## src/rtl/bin2bcd_seq.sv

```systemverilog
// bin2bcd_seq: multi-cycle double-dabble binary to packed-BCD converter.
// Define BIN2BCD_SIGNED_EN to treat binary as two's complement.
module bin2bcd_seq #(
   parameter int BIN_W  = 8,
   parameter int DIGITS = 3
) (
   input  logic                clk,
   input  logic                rst_n,
   input  logic                start,
   input  logic [BIN_W-1:0]    binary,
   output logic                busy,
   output logic                done,
   output logic [4*DIGITS-1:0] bcd,
   output logic                overflow,
   output logic                neg
);

   localparam int BW = 4 * DIGITS;
   localparam int CW = $clog2(BIN_W + 1);
   localparam logic [CW-1:0] LAST = CW'(BIN_W - 1);

   typedef enum logic [1:0] {IDLE, ADJUST, SHIFT, DONE} state_t;

   state_t           state_q, state_d;
   logic [BIN_W-1:0] sr_q, sr_d;
   logic [BW-1:0]    work_q, work_d;
   logic [BW-1:0]    bcd_q, bcd_d;
   logic [CW-1:0]    cnt_q, cnt_d;
   logic             sticky_q, sticky_d;
   logic             busy_q, busy_d;
   logic             done_q, done_d;
   logic             ovf_q, ovf_d;
   logic [BW-1:0]    adj;
   logic [BW-1:0]    shifted;
   logic [BIN_W-1:0] mag;

`ifdef BIN2BCD_SIGNED_EN
   logic sign_q, sign_d;
   logic neg_q, neg_d;

   // -2^(BIN_W-1) negates to itself, which reads back correctly as unsigned
   always_comb mag = binary[BIN_W-1] ? (BIN_W'(0) - binary) : binary;
   assign neg = neg_q;
`else
   always_comb mag = binary;
   assign neg = 1'b0;
`endif

   always_comb begin
      adj = work_q;
      for (int i = 0; i < DIGITS; i++) begin
         if (work_q[4*i +: 4] >= 4'd5) begin
            adj[4*i +: 4] = work_q[4*i +: 4] + 4'd3;
         end
      end
   end

   assign shifted = {work_q[BW-2:0], sr_q[BIN_W-1]};

   always_comb begin
      state_d  = state_q;
      sr_d     = sr_q;
      work_d   = work_q;
      cnt_d    = cnt_q;
      sticky_d = sticky_q;
      busy_d   = busy_q;
      done_d   = 1'b0;
      bcd_d    = bcd_q;
      ovf_d    = ovf_q;
`ifdef BIN2BCD_SIGNED_EN
      sign_d   = sign_q;
      neg_d    = neg_q;
`endif
      unique case (state_q)
         IDLE: begin
            if (start) begin
               state_d  = ADJUST;
               sr_d     = mag;
               work_d   = '0;
               cnt_d    = '0;
               sticky_d = 1'b0;
               busy_d   = 1'b1;
`ifdef BIN2BCD_SIGNED_EN
               sign_d   = binary[BIN_W-1];
`endif
            end
         end
         ADJUST: begin
            work_d  = adj;
            state_d = SHIFT;
         end
         SHIFT: begin
            work_d   = shifted;
            sr_d     = sr_q << 1;
            sticky_d = sticky_q | work_q[BW-1];
            cnt_d    = cnt_q + CW'(1);
            if (cnt_q == LAST) begin
               // results register on entry so they are valid while in DONE
               state_d = DONE;
               bcd_d   = shifted;
               ovf_d   = sticky_q | work_q[BW-1];
               done_d  = 1'b1;
`ifdef BIN2BCD_SIGNED_EN
               neg_d   = sign_q;
`endif
            end else begin
               state_d = ADJUST;
            end
         end
         DONE: begin
            state_d = IDLE;
            busy_d  = 1'b0;
         end
      endcase
   end

   always_ff @(posedge clk or negedge rst_n) begin
      if (!rst_n) begin
         state_q  <= IDLE;
         sr_q     <= '0;
         work_q   <= '0;
         cnt_q    <= '0;
         sticky_q <= 1'b0;
         busy_q   <= 1'b0;
         done_q   <= 1'b0;
         bcd_q    <= '0;
         ovf_q    <= 1'b0;
`ifdef BIN2BCD_SIGNED_EN
         sign_q   <= 1'b0;
         neg_q    <= 1'b0;
`endif
      end else begin
         state_q  <= state_d;
         sr_q     <= sr_d;
         work_q   <= work_d;
         cnt_q    <= cnt_d;
         sticky_q <= sticky_d;
         busy_q   <= busy_d;
         done_q   <= done_d;
         bcd_q    <= bcd_d;
         ovf_q    <= ovf_d;
`ifdef BIN2BCD_SIGNED_EN
         sign_q   <= sign_d;
         neg_q    <= neg_d;
`endif
      end
   end

   assign busy     = busy_q;
   assign done     = done_q;
   assign bcd      = bcd_q;
   assign overflow = ovf_q;

endmodule

```

## config.mk

```make
export PLATFORM = sky130hd
export DESIGN_NAME = bin2bcd_seq
export DESIGN_NICKNAME = d
export VERILOG_FILES = /design/src/rtl/bin2bcd_seq.sv
export SDC_FILE = /design/constraint.sdc
export NUM_CORES = 1
export LEC_CHECK = 0
export CAP_MARGIN = 25
export CORE_MARGIN = 2
export CORE_UTILIZATION = 38
export DETAILED_ROUTE_END_ITERATION = 8
export PLACE_DENSITY = 0.58
export SLEW_MARGIN = 20
export SYNTH_ARGS = -nofsm -noshare
export SYNTH_HDL_FRONTEND = slang
export SYNTH_SLANG_ARGS = --single-unit
```

## constraint.sdc

```tcl
create_clock -name clk -period 2 [get_ports clk]
set_clock_uncertainty 0.1 [all_clocks]
set_input_delay 0.2 -clock clk [delete_from_list [all_inputs] [get_ports clk]]
set_output_delay 0.2 -clock clk [all_outputs]
set_load 0.1 [all_outputs]
```

==> run_results.csv, run 1 <==
group,metric,value,unit
detailed_routing,drt_first_pass_iters,4,
critical_path,critPathMostFrequentCell,"nand2b_4",
synthesis,yosysTopAreaCellShare,44.9,%
detailed_routing,drc_errors,0,
final_layout,syn_to_final_growth,17.0,%
synthesis,syn-instance-count,245,
synthesis,ys.flop_type,"dfrtp_1",
synthesis,syn_area,2340,sq um
hold_path,min_path_type,"register to register",
detailed_routing,first_iter_violations,93,
synthesis,synth_top_cell_by_area,"dfrtp_1",
final_layout,fillers,597,
die,core-area,5920,sq um
power_and_ir_drop,intPower,0.00220,W
power_and_ir_drop,finalPower,0.00400,W
die,die-area,6800,sq um
synthesis,synth-seq-cells,42,
critical_path,critPathMaxFanout,8,
timing,setup_tns,0,ns
detailed_routing,wl,4700,um
critical_path,path_cells,"inv_1, ha_1, nand2b_4, nand2b_4, nor2_1, mux2_2",
placement,portBuffers,25,
global_route,grt_max_degree,43,
die,io-pin-count,27,
detailed_routing,vias,1779,
final_layout,fin_cells,347,
power_and_ir_drop,p_sw_share,45.1,%
timing,max_freq,534,MHz
clock_tree,cts_resized,0,
critical_path,required,2.08,ns
critical_path,startpoint_type,"register",
global_route,grt_pass1_wl,7970,um
timing,period_minus_slack,1.87,ns
run_status,status,"complete, no violations",
placement,place_congestion,0.807,
global_route,track_usage,15.6,%
critical_path,arrival,1.95,ns
synthesis,synth_area_leaders,"dfrtp_1 (45%), o21ai_0 (6.6%), ha_1 (6.4%), nand2_1 (5.8%), o22ai_1 (4.0%)",
clock_tree,path_clk_slew,0.09,ns
clock_tree,cts_root_buf,"clkbuf_8",
flow_run,cap_viol_max_count,0,
hold_path,hold_start,"bcd[11]$_DFFE_PN0P_",
timing,setup_viol,0,
final_layout,multiInputGateArea,1150,sq um
synthesis,synth_async_sr_flop_share,100,%
die,rows,28,
detailed_routing,vias_per_cell,5.13,
synthesis,ys_seq_area_share,44.9,%
placement,place_inst,338,
detailed_routing,wire_per_inst,13.5,um
final_layout,nets,294,
clock_tree,clk_path_buf_depth,2,
global_route,grt_antenna_before_repair,0,
global_route,overflow,0,
hold_path,holdPathStages,2,
synthesis,synth_nets,268,
critical_path,critical-path-max-stage-delay,0.41,ns
die,initial_core_util,39.5,%
clock_tree,cts_sinks,42,
clock_tree,cts_buffers,5,
final_layout,layout_commonest_cell,"dfrtp_1",
final_layout,final_core_util,46.3,%
final_layout,layout-drive-gt1-share,17.6,%
timing,drv_slew,0,
global_route,grt_pass1_vias,1680,
detailed_routing,drt.antenna.violating_nets,0,
synthesis,yosys_warnings,0,
clock_tree,cts_tree,"done",
critical_path,r2r_start,"state_q[0]$_DFFE_PN0P_",
power_and_ir_drop,p_leak,1.24,nW
placement,hpwl,3290,um
clock_tree,cts_max_level,2,
die,die_w,82.5,um
critical_path,r2r_slack,0.13,ns
power_and_ir_drop,ir_drop,0.000628,V
power_and_ir_drop,power_density,1460,nW/um^2
clock_tree,clock_latency,0.30,ns
power_and_ir_drop,p_switching,0.00180,W
synthesis,ys_types,40,
critical_path,r2r_cells,6,
critical_path,cp-end-kind,"register",
timing,rsz0062_at_grt,"no",
critical_path,r2r-end,"work_q[10]$_DFFE_PN0P_",
final_layout,most-common-layout-cells,"dfrtp_1 (42), nand2_1 (36), o21ai_0 (31)",
timing,finalHoldViolations,0,
hold_path,min_to,"bcd[11]$_DFFE_PN0P_",
power_and_ir_drop,p_seq_share,33.1,%
timing,relSlewSlack,64.6,%
die,die_h,82.5,um
timing,tightestPinTransition,0.531,ns
synthesis,syn_area_per_cell,9.56,sq um
power_and_ir_drop,p_comb_share,52.5,%
critical_path,critPathSlowestCell,"dfrtp_1",
critical_path,path_class,"register to register",
timing,fin_crit_sh,93.6,%
final_layout,diodes,0,
synthesis,synth_edf_count,0,
power_and_ir_drop,pwr-share-clk,14.3,%
final_layout,seqCellArea,1050,sq um
-- state kept, by name, summed over array words and instances (netlist names) --
name	cells
sticky_q	1
overflow	1
state_q	2
bcd	12
work_q	12
cnt_q	4
busy	1
sr_q	8
done	1
-- metrics by stage --
stage                     setup slack (ns)  hold slack [ns]  area [sq um]
after floorplan                      0.262           -0.196          2340
after global placement               0.192            0.211          2640
after detailed placement             0.149            0.211          2640
after CTS                            0.126            0.387          2740
after global routing               0.00498            0.416          2740
final                                0.127            0.378          2740
-- area by class of cell --
| type | instances | share of cell area [%] |
|---|---|---|
| clock buffer | 6 | 3.01 |
| timing repair buffer | 33 | 10.3 |
| clock inverter | 2 | 0.457 |
| multi-input combinational | 170 | 41.8 |
| sequential | 42 | 38.4 |
| tap | 75 | 3.42 |
| inverter | 19 | 2.60 |
-- synth_stat cells, types with 3 or more instances --
cell type / count
inv_1: 19
o21ai_0: 31
a21oi_1: 12
nand2_1: 36
xor2_1: 3
buf_2: 4
mux2i_1: 7
clkbuf_1: 7
o22ai_1: 15
ha_1: 12
nand3_1: 6
xnor2_1: 3
dfrtp_1: 42
mux2_2: 8
nor2_1: 5
nand4_1: 3
-- routing by layer --
layer  track usage (%)  vias up  part of all wire [%]
met5                 0        -                     0
met4              5.90        0                   1.5
met3              3.59        5                   2.8
met2              23.9       28                    44
met1              21.6      832                    51
li1                  -      914                     -
-- worst max path at each step --
stage / start / endpoint / slack [ns] / cells past startpoint
6_report: state_q[0]$_DFFE_PN0P_ / work_q[10]$_DFFE_PN0P_ / 0.13 / 6
5_1_grt: state_q[0]$_DFFE_PN0P_ / work_q[10]$_DFFE_PN0P_ / 0.005 / 6
4_1_cts: state_q[0]$_DFFE_PN0P_ / work_q[10]$_DFFE_PN0P_ / 0.13 / 6
3_5_place_dp: state_q[0]$_DFFE_PN0P_ / work_q[10]$_DFFE_PN0P_ / 0.15 / 6
3_3_place_gp: start / cnt_q[2]$_DFFE_PN0P_ / 0.19 / 6
2_1_floorplan: state_q[0]$_DFFE_PN0P_ / work_q[2]$_DFFE_PN0P_ / 0.26 / 7
-- kinds of logic after synthesis --
group,count (synthesis),synth area share [%]
compound gates,73,19.5
xor+xnor,6,2.25
fa+ha+maj,12,6.41
buf+inv,33,6.15
flops,42,44.9
mux,17,8.12
other cells,1,0.160
simple gates,61,12.5
-- critical path: cells and delay by family (launching register included) --
family	cells	cell delay (ns)
AND/OR/NAND/NOR	3	0.48
flip-flops	1	0.41
multiplexers	1	0.35
adder cells (fa/ha/maj)	1	0.30
buffers and inverters	1	0.11
-- repair_timing --
item | CTS | global route
endpoints found under the hold margin | 42 | 0
hold buffers | 1 | 0
setup buffers | 0 | 0
-- power by group through the flow --
stage / registers, W / clock network [W] / logic, W
floorplan: 0.00155 / 0 / 0.00141
global placement: 0.00133 / 0 / 0.00208
detailed placement: 0.00134 / 0 / 0.00210
CTS: 0.00132 / 0.000602 / 0.00211
global route: 0.00137 / 0.000642 / 0.00234
finish: 0.00133 / 0.000574 / 0.00210
No activity file was read; power rests on OpenSTA's default activity.
==> run 2, diff against run 1 <==
CORE_UTILIZATION = 56   (was 38)
PLACE_DENSITY = 0.8   (was 0.58)
clock period = 1.78 ns   (was 2 ns; I/O delays follow)
==> run 2 against run 1 <==
Combinational power rose by 35%. Power rose by 27%. Routed wire length increased by 5.4%. Core utilization up 30 points. First-iteration DRC count rose by 29%. Setup slack worse by 0.068 ns.
==> run_results.csv, run 2 (same netlist as run 1, synthesis figures left out) <==
group,metric,value,unit
detailed_routing,drc_errors,0,
final_layout,diodes,0,
detailed_routing,drt.antenna.violating_nets,0,
die,initial_core_util,58.5,%
critical_path,path_class,"register to register",
flow_run,cap_viol_max_count,0,
detailed_routing,vias_per_cell,5.61,
clock_tree,cts_root_buf,"clkbuf_8",
timing,period_minus_slack,1.72,ns
run_status,status,"complete, no violations",
placement,portBuffers,25,
timing,rsz0062_at_grt,"yes",
critical_path,critical-path-max-stage-delay,0.39,ns
final_layout,syn_to_final_growth,30.0,%
final_layout,layout-drive-gt1-share,24.1,%
timing,max_freq,581,MHz
placement,place_congestion,0.894,
clock_tree,clk_path_buf_depth,2,
timing,hold_slack,0.287,ns
die,rows,23,
timing,finalHoldViolations,0,
placement,hpwl,3580,um
critical_path,critPathTopFamily,"flip-flops",
critical_path,arrival,1.81,ns
detailed_routing,drt_first_pass_iters,4,
global_route,grt_antenna_before_repair,0,
critical_path,required,1.87,ns
clock_tree,cts_buffers,5,
die,io-pin-count,27,
detailed_routing,first_iter_violations,120,
critical_path,startpoint_type,"register",
final_layout,nets,312,
timing,setup_viol,0,
clock_tree,cts_tree,"done",
clock_tree,cts_sinks,42,
global_route,overflow,0,
detailed_routing,wire_per_inst,14.6,um
critical_path,cp-end-kind,"register",
critical_path,critPathSlowestCell,"dfrtp_1",
hold_path,min_path_type,"input pin to async pin",
clock_tree,cts_max_level,2,
power_and_ir_drop,ir_drop,0.00100,V
critical_path,critPathMaxFanout,4,
detailed_routing,wl,4950,um
critical_path,path_cells,"inv_1, ha_1, inv_1, o21ai_0, buf_4, a31oi_4, mux2_4",
power_and_ir_drop,p_leak,1.37,nW
final_layout,final_core_util,76.1,%
critical_path,crit_buf_inv,3,
final_layout,layout_commonest_cell,"dfrtp_1",
critical_path,critPathMostFrequentCell,"inv_1",
die,die_h,68.7,um
timing,drv_slew,0,
global_route,grt_max_degree,43,
timing,fin_crit_sh,96.7,%
global_route,grt_pass1_vias,1764,
global_route,track_usage,22.9,%
power_and_ir_drop,power_density,1670,nW/um^2
clock_tree,clock_latency,0.30,ns
die,die_w,68.7,um
die,die-area,4710,sq um
die,core-area,4000,sq um
final_layout,most-common-layout-cells,"dfrtp_1 (42), nand2_1 (36), o21ai_0 (30)",
clock_tree,path_clk_slew,0.08,ns
global_route,grt_pass1_wl,8050,um
detailed_routing,vias,1906,
[run 2: cell count changes in the layout (fill, tap and decap cells not counted), sizes merged]
cell,delta
buf,+18
bufinv,+1
clkbuf,-1
clkinv,+1
clkinvlp,-1
[run 2: routing by layer]
layer / global-route usage, % / up-vias / routed length (um) / share of wire, %
met5: 0 / - / 0 / 0
met4: 7.50 / 0 / 53 / 1.1
met3: 4.22 / 4 / 198 / 4.0
met2: 37.6 / 51 / 2440 / 49
met1: 30.6 / 905 / 2260 / 46
li1: - / 946 / - / -
[run 2: power by group]
group | internal, W | leakage [nW] | switching, W
sequential | 0.00122 | 0.551 | 0.000292
combinational | 0.00131 | 0.762 | 0.00154
clock | 0.000413 | 0.0579 | 0.000327
total | 0.00294 | 1.37 | 0.00216
[run 2: final cells by class]
class	instances	area, sq um
clock buffers	5	68.8
clock inverters	3	40.0
fillers	258	957
inverters	19	71.3
multi-input cells	170	1160
flip-flops and latches	42	1050
well taps	50	62.6
repair buffers	51	584
[run 2: tightest hold or removal path: cells and delay by family]
family / cells / cell delay (ns)
buffers and inverters: 3 / 0.87
[run 2: repair_timing]
action	4_1_cts	5_1_grt
setup buffers	0	1
endpoints found under the setup margin	0	25
hold buffers	1	0
endpoints found under the hold margin	42	0
resized for setup	0	7
[run 2: through the flow]
stage,instances,area (sq um),power [W],TNS [ns],setup WS (ns)
finish,340,3040,0.00510,0,0.0591
CTS,339,3010,0.00501,0,0.0117
global route,340,3040,0.00544,-0.0280,-0.0140
global placement,330,2890,0.00416,0,0.0759
detailed placement,330,2890,0.00425,0,0.0288
floorplan,245,2340,0.00332,0,0.0420
[run 2: path summary, 6_finish.rpt]
| path | startpoint | end | slack (ns) | cells after the start |
|---|---|---|---|---|
| max | work_q[1]$_DFFE_PN0P_ | work_q[2]$_DFFE_PN0P_ | 0.06 | 7 |
| min | rst_n | cnt_q[1]$_DFFE_PN0P_ | 0.29 | 3 |
| max reg2reg | work_q[1]$_DFFE_PN0P_ | work_q[2]$_DFFE_PN0P_ | 0.06 | 7 |
| min reg2reg | bcd[2]$_DFFE_PN0P_ | bcd[2]$_DFFE_PN0P_ | 0.40 | 2 |
| max in group asynchronous | rst_n | bcd[0]$_DFFE_PN0P_ | 1.09 | 3 |
| min in group clk | bcd[2]$_DFFE_PN0P_ | bcd[2]$_DFFE_PN0P_ | 0.40 | 2 |
==> run 3, diff against run 2 <==
--- a/constraint.sdc
+++ b/constraint.sdc
@@ -3,3 +3,3 @@
 set_input_delay 0.178 -clock clk [delete_from_list [all_inputs] [get_ports clk]]
 set_output_delay 0.178 -clock clk [all_outputs]
-set_load 0.1 [all_outputs]
+set_load 0.005 [all_outputs]
==> run 3 against run 2 <==
Power shrank 6.6%. Critical path type unchanged. Final cell count up 0.59%. Clock power rose by 2%.
==> run_results.csv, run 3 (same netlist as run 1, synthesis figures left out) <==
group,metric,value,unit
critical_path,r2r-end,"work_q[2]$_DFFE_PN0P_",
clock_tree,cts_buffers,5,
clock_tree,cts_tree,"done",
global_route,grt_pass1_vias,1828,
detailed_routing,wl,5160,um
flow_run,cap_viol_max_count,0,
critical_path,required,1.87,ns
detailed_routing,drt.antenna.violating_nets,0,
placement,place_congestion,0.895,
critical_path,r2r_slack,0.04,ns
critical_path,startpoint_type,"register",
timing,drv_slew,0,
power_and_ir_drop,finalPower,0.00476,W
placement,pre_cts_ws,-0.0118,ns
critical_path,r2r_start,"state_q[1]$_DFFE_PN0P_",
detailed_routing,first_iter_violations,144,
final_layout,layout-drive-gt1-share,20.9,%
clock_tree,clk_path_buf_depth,2,
die,die_w,68.7,um
global_route,overflow,0,
final_layout,layout_commonest_cell,"dfrtp_1",
critical_path,critical-path-max-stage-delay,0.45,ns
hold_path,min_path_type,"input pin to async pin",
critical_path,r2r_cells,5,
final_layout,diodes,0,
timing,fin_crit_sh,97.5,%
final_layout,syn_to_final_growth,26.7,%
critical_path,arrival,1.83,ns
placement,dpl-instance-area,2790,sq um
clock_tree,cts_sinks,42,
critical_path,critPathTopFamily,"flip-flops",
placement,portBuffers,25,
detailed_routing,wire_per_inst,15.1,um
global_route,grt_max_degree,27,
global_route,track_usage,24.6,%
detailed_routing,vias_per_cell,5.79,
timing,finalHoldViolations,0,
die,die_h,68.7,um
final_layout,final_area,2970,sq um
global_route,grt_antenna_before_repair,0,
clock_tree,cts_max_level,2,
final_layout,fillers,292,
critical_path,crit_buf_inv,1,
timing,setup_slack,0.0444,ns
die,initial_core_util,58.5,%
detailed_routing,drc_errors,0,
clock_tree,cts_root_buf,"clkbuf_8",
die,die-area,4710,sq um
clock_tree,path_clk_slew,0.08,ns
timing,period_minus_slack,1.74,ns
timing,setup_tns,0,ns
power_and_ir_drop,ir_drop,0.00103,V
global_route,grt_pass1_wl,8580,um
power_and_ir_drop,power_density,1600,nW/um^2
timing,max_freq,576,MHz
die,core-area,4000,sq um
die,rows,23,
clock_tree,clock_latency,0.30,ns
critical_path,path_cells,"buf_4, ha_1, nand2b_4, a31oi_4, mux2_4",
die,io-pin-count,27,
critical_path,critPathMaxFanout,8,
detailed_routing,drt_first_pass_iters,4,
critical_path,path_class,"register to register",
timing,hold_slack,0.261,ns
final_layout,most-common-layout-cells,"dfrtp_1 (42), nand2_1 (35), o21ai_0 (30)",
power_and_ir_drop,p_leak,1.32,nW
detailed_routing,vias,1980,
timing,rsz0062_at_grt,"yes",
critical_path,critPathSlowestCell,"dfrtp_1",
final_layout,nets,314,
placement,hpwl,3670,um
run_status,status,"complete, no violations",
timing,setup_viol,0,
critical_path,cp-end-kind,"register",
-- run 3: cell types whose count changed in the layout (fill, tap and decap cells not counted), sizes merged --
cell	change
buf	-13
clkdlybuf4s50	+15
-- run 3: cell type report --
| type | count | area [sq um] | area share (%) |
|---|---|---|---|
| repair buffers | 53 | 490 | 16.5 |
| clock inverters | 3 | 40.0 | 1.35 |
| inverters | 19 | 71.3 | 2.40 |
| flip-flops and latches | 42 | 1050 | 35.4 |
| well taps | 50 | 62.6 | 2.11 |
| multi-input cells | 170 | 1180 | 39.9 |
| clock buffers | 5 | 68.8 | 2.32 |
-- run 3: worst max path at each step --
stage                            from                    end  slack (ns)  cells after the start
4_1_cts         work_q[5]$_DFFE_PN0P_  work_q[6]$_DFFE_PN0P_        0.02                      6
3_5_place_dp   state_q[1]$_DFFE_PN0P_   cnt_q[2]$_DFFE_PN0P_       -0.01                      6
2_1_floorplan  state_q[0]$_DFFE_PN0P_  work_q[2]$_DFFE_PN0P_        0.04                      7
6_report       state_q[1]$_DFFE_PN0P_  work_q[2]$_DFFE_PN0P_        0.04                      5
5_1_grt        state_q[1]$_DFFE_PN0P_   cnt_q[2]$_DFFE_PN0P_       -0.05                      6
3_3_place_gp   state_q[0]$_DFFE_PN0P_     bcd[6]$_DFFE_PN0P_        0.08                      7
-- run 3: worst register-to-register path: stages (launching register included) --
cell	delay [ns]
dfrtp_1	0.45
buf_4	0.16
ha_1	0.19
nand2b_4	0.21
a31oi_4	0.21
mux2_4	0.31
-- run 3: per-layer routing --
| metal | part of all wire (%) | wire, um | global-route usage [%] |
|---|---|---|---|
| met2 | 49 | 2510 | 38.0 |
| met5 | 0 | 0 | 0 |
| met4 | 1.5 | 75 | 8.25 |
| met1 | 45 | 2300 | 34.4 |
| met3 | 5.2 | 270 | 5.03 |
-- run 3: repair_timing --
item,in CTS,in global routing
hold buffers,1,0
buffers inserted,0,2
setup endpoints to repair,3,29
endpoints found under the hold margin,19,0
pin swaps,0,2
resized for setup,1,12
-- run 3: where the power goes --
part           total [W]  leakage (nW)  switching (W)  internal, W
registers        0.00149         0.551       0.000271      0.00122
logic            0.00252         0.710        0.00124      0.00128
clock network   0.000752        0.0579       0.000339     0.000413
-- run 3: per-stage QoR --
| stage | util (%) | std cells |
|---|---|---|
| 4_1_cts | 72.8 | 340 |
| 2_1_floorplan | - | 245 |
| 3_5_place_dp | 69.7 | 331 |
| 6_report | 74.2 | 342 |
| 3_3_place_gp | 69.7 | 331 |
| 5_1_grt | 74.2 | 342 |
